## src/rtl/led_fade_drv.sv

```systemverilog
// PWM brightness/fade driver for four LED channels; led_out is registered one cycle after its pcnt compare.
// Optional macro LED_FADE_EN enables the linear duty ramp; without it duty jumps to target at each period end.
module led_fade_drv #(
  parameter int PWM_BITS = 4,
  parameter int STEP_DIV = 3
) (
  input  logic                sclk,
  input  logic                s_rst_n,
  input  logic [3:0]          led_in,
  input  logic [PWM_BITS-1:0] bright,
  output logic [3:0]          led_out
);

  logic [PWM_BITS-1:0] pcnt_q;
  logic [PWM_BITS-1:0] pcnt_d;
  logic [PWM_BITS-1:0] duty_q [4];
  logic [PWM_BITS-1:0] duty_d [4];
  logic [PWM_BITS-1:0] target [4];
  logic [3:0]          led_q;
  logic [3:0]          led_d;
  logic                period_end;
  logic                step;

  assign pcnt_d     = pcnt_q + 1'b1;
  assign period_end = &pcnt_q;

`ifdef LED_FADE_EN
  localparam int SW = (STEP_DIV > 0) ? $clog2(STEP_DIV + 1) : 1;

  logic [SW-1:0] scnt_q;
  logic [SW-1:0] scnt_d;

  assign step = period_end && (scnt_q == SW'(STEP_DIV));

  always_comb begin
    scnt_d = scnt_q;
    if (period_end) begin
      scnt_d = (scnt_q == SW'(STEP_DIV)) ? '0 : scnt_q + 1'b1;
    end
  end

  always_ff @(posedge sclk or negedge s_rst_n) begin
    if (!s_rst_n) begin
      scnt_q <= '0;
    end else begin
      scnt_q <= scnt_d;
    end
  end
`else
  assign step = period_end;
`endif

  // Duty only moves at period_end so a new value always starts with a full period.
  always_comb begin
    for (int i = 0; i < 4; i++) begin
      target[i] = led_in[i] ? bright : '0;
      duty_d[i] = duty_q[i];
      if (step) begin
`ifdef LED_FADE_EN
        if (duty_q[i] < target[i]) begin
          duty_d[i] = duty_q[i] + 1'b1;
        end else if (duty_q[i] > target[i]) begin
          duty_d[i] = duty_q[i] - 1'b1;
        end
`else
        duty_d[i] = target[i];
`endif
      end
    end
  end

  always_comb begin
    led_d = '0;
    for (int i = 0; i < 4; i++) begin
      led_d[i] = (pcnt_q < duty_q[i]);
    end
  end

  always_ff @(posedge sclk or negedge s_rst_n) begin
    if (!s_rst_n) begin
      pcnt_q <= '0;
      led_q  <= '0;
      for (int i = 0; i < 4; i++) begin
        duty_q[i] <= '0;
      end
    end else begin
      pcnt_q <= pcnt_d;
      led_q  <= led_d;
      for (int i = 0; i < 4; i++) begin
        duty_q[i] <= duty_d[i];
      end
    end
  end

  assign led_out = led_q;

endmodule
```

## config.mk

```make
export PLATFORM = sky130hd
export DESIGN_NAME = led_fade_drv
export DESIGN_NICKNAME = d
export VERILOG_FILES = /design/src/rtl/led_fade_drv.sv
export SDC_FILE = /design/constraint.sdc
export NUM_CORES = 1
export LEC_CHECK = 0
export CORE_MARGIN = 2
export CORE_UTILIZATION = 35
export DETAILED_ROUTE_END_ITERATION = 6
export GPL_TIMING_DRIVEN = 0
export PLACE_DENSITY = 0.52
export SLEW_MARGIN = 20
export SYNTH_ARGS = -nofsm -noshare
export SYNTH_HDL_FRONTEND = slang
export SYNTH_SLANG_ARGS = --single-unit
```

## constraint.sdc

```tcl
create_clock -name sclk -period 2 [get_ports sclk]
set_input_delay 0.4 -clock sclk [delete_from_list [all_inputs] [get_ports sclk]]
set_output_delay 0.4 -clock sclk [all_outputs]
set_load 0.02 [all_outputs]
```

# Word level (Yosys, flattened, before mapping)

Cells that the tools add are included.

Register bits: 24
Output and inout bits: 4

$add $sub $neg: 1
Magnitude comparators: 4
Muxes and demuxes: 4
Reduce and logical (&&, ||, !) cells: 1

Operator list:

| operator              | count |
|---|---|
| $lt A4 B4 Y1          | 4 |
| $mux W4               | 4 |
| $add A4 B1 Y4 const B | 1 |
| $reduce_and A4 Y1     | 1 |

# Logic depth before layout (Yosys ltp)

Depth after elaboration: 1
Depth in mapped cells: 5

# Least setup slack after synthesis

Ideal clock, no wire load.

Kind: reg2reg
From: register pcnt_q[1]
To: register duty_q[10] (netlist bit)
Setup time: 118 ps
Data arrival time: 1,037 ps
Data required time: 1,882 ps
Setup slack: 846 ps
Stages on the path, launching flop included: 6
Buffers on the path: 1
Cell sequence: dfrtp_1 ha_1 nand3_4 buf_4 nand2_1 o21ai_2

Longest elaborated chain between the ends: 1

Ends and longest elaborated chain:

| what                          | line | text |
|---|---|---|
| start, declared               | 14   | `logic [PWM_BITS-1:0] pcnt_q;` |
| start signal, assigned        | 87   | `pcnt_q <= pcnt_d;` |
| $reduce_and A4 Y1             | 25   | `assign period_end = &pcnt_q;` |
| end signal, assigned by index | 90   | `duty_q[i] <= duty_d[i];` |
| end, declared                 | 16   | `logic [PWM_BITS-1:0] duty_q [4];` |

No other way between the ends.
A chain may end at the register's enable or synchronous reset.

# Worst setup path after layout

From: register led_q[0], in the netlist led_out[0]
To: output led_out[0]

RTL lines:

| what                   | line | text |
|---|---|---|
| start, declared        | 19   | `logic [3:0] led_q;` |
| start signal, assigned | 88   | `led_q <= led_d;` |
| end, declared          | 11   | `output logic [3:0] led_out` |

No word-level cell between the ends.

==> results_dict.tcl <==
set metrics [dict create \
    final.setup_skew_ns 0.00213 \
    vias 864 \
    cts_buffer_depth 2 \
    path_clk_slew_ns 0.13 \
    post-route-period-util 0.830 \
    numCtsBuffers 3 \
    synthMostInstantiatedCell "nand2_1" \
    synth_fa_ha_area_frac 0.133 \
    status "completed" \
    setup_viol 0 \
    grt_usage 0.142 \
    insertion_delay_ns 0.31 \
    wl_um 2410 \
    tritoncts "yes" \
    fin_util 0.432 \
    ys_warn_count 0 \
    critPathLaunchType "flip-flop" \
    worst_path_max_delay_cell "clkdlybuf4s50_1" \
    drt-vias-per-instance 4.60 \
    n_antenna_cell 0 \
    yosys.area_share.simple 0.157 \
    antenna_left 0 \
    netlist_area_mm2 0.00122 \
    post-place-ws_ns 0.242 \
    synthXorXnorAreaFrac 0.0143 \
    h-tree-depth 1 \
    hold_buffers 0 \
    overflow 0 \
    initial_utilization 0.367 \
    hold_class "input pin to asynchronous set/reset pin" \
    synth_top_family_by_area "simple AND/OR/NAND/NOR gates" \
    multi_input_area_um2 544 \
    endpoint_kind "primary output" \
    fin_ws_ns 0.340 \
    rsz0062_at_grt "false" \
    drv_slew 0 \
    synth_compound_area_frac 0.140 \
    synthTopCellsByArea "dfrtp_1 49%, ha_1 13%, nand2_1 9.8%" \
    gp_congestion 0.725 \
    arrival_ns 1.26 \
    power_leakage_nw 0.688 \
    postCtsSetupBuffers 0 \
    syn_nets 148 \
    fp.dieH_um 63.1 \
    min_period_ns 1.66 \
    ioPinCount 14 \
    path_cells "clkdlybuf4s50_1" \
    ys_types 17 \
    async_flop_share 1.00 \
    power_density_mw_per_mm2 612 \
    synthFlopType "dfrtp_1" \
    cts_sinks 24 \
    grt_pass1_wl_um 4190 \
    dr.pass1.iters 3 \
    hold_violations 0 \
    synth_top_area_frac 0.491 \
    dp.cells 184 \
    cp_slowest_stage_delay_ns 0.60 \
    n_fill_cell 363 \
    area_growth_pct 17.9 \
    cts_resized 0 \
    final_nets 166 \
    first_iter_violations 36 \
    path_buf_inv 1 \
    rows 21 \
    synth_edf_count 0 \
    drv_cap 0 \
    grt_antenna_before_repair 0 \
    fin_tns_setup_ns 0 \
    syn_avg_cell_area_um2 9.79 \
    cp_max_fo 1 \
    cp.required_ns 1.60 \
    critPathKind "flip-flop to primary output" \
    synth_mux_area_frac 0 \
    coreArea_mm2 0.00334 \
    yosysTopAreaCell "dfrtp_1" \
    relSlewSlack 0.651 \
    holdWs_ns 0.0430 \
    stdcell_count 188 \
    cp_top_family "buffers and inverters" \
    port_buffers 13 \
    drcViolationCount 0 \
    worst_pin_slew_ns 0.524 \
    seq_area_um2 601 \
    syn_inst 125 \
    ys_seq_area_frac 0.491 \
    grt_pass1_vias 912 \
    fmax_ghz 0.602 \
    root_buffer "clkbuf_4" \
    ir_worst_vdd_mv 0.235 \
    ys_ff_latch 24 \
    drive_gt1_frac 0.113 \
    chipWidth_um 63.1 \
    grt_max_degree 25 \
    dp_hpwl_um 1780 \
    dieArea_mm2 0.00399 \
    wl_per_cell_um 12.8 \
    synth_commonest_cells "32 x nand2_1, 24 x dfrtp_1, 13 x ha_1, 13 x inv_1" \
]
placed cells by master (no fill, tap or decap), types with 3 or more instances in the layout:
cell             count
clkbuf_4             3
nand2_1             32
dfrtp_1             24
a21boi_0             4
nor3_1               4
inv_1               13
o21ai_1              8
clkdlybuf4s50_1     12
o41ai_1              4
o21ai_2              7
nor2_1               8
ha_1                13
where the power goes:
group          switching (mW)  internal (mW)  leakage [nW]
combinational          0.0581         0.0502         0.367
clock                   0.146          0.111        0.0210
sequential            0.00950          0.508         0.301
flip-flops by register name, summed over array words and instances, names as in the netlist:
signal	cells
led_out	4
pcnt_q	4
duty_q	16
worst paths after layout:
kind	depth (start not counted)	start	slack [ns]	to
setup / recovery	1	led_out[0]	0.34	led_out[0]
min in group sclk	2	duty_q[12]	0.49	duty_q[12]
max in group asynchronous	1	s_rst_n	1.61	duty_q[7]
setup reg to reg	3	pcnt_q[1]	0.60	led_out[3]
hold reg to reg	2	duty_q[12]	0.49	duty_q[12]
hold / removal	1	s_rst_n	0.04	led_out[2]
cell type report:
cell class	instances	area share
multi-input cells	85	0.377
inverters	13	0.0338
clock buffers	4	0.0252
repair buffers	13	0.0867
plain buffers	3	0.0208
well taps	46	0.0399
flip-flops and latches	24	0.416
cell families (layout without fill, tap and decap cells):
logic type               after synthesis  after routing
buffers and inverters                 16             33
flip-flops                            24             24
XOR/XNOR                               2              2
AND/OR/NAND/NOR                       46             46
adder cells (fa/ha/maj)               13             13
AO/OA/AOI/OAI                         24             24
stage by stage:
stage,total power [mW],cell area [um2]
after floorplan,0.580,1220
after global placement,0.636,1410
after detailed placement,0.640,1410
after CTS,0.905,1450
after global routing,0.944,1440
final,0.883,1440
routing by layer:
layer	wire (um)	global-route usage
met4	27	0.0667
met5	0	0
met1	1170	0.185
met3	53	0.0232
met2	1160	0.229
Note: power is estimated with default switching activity, not from simulation.
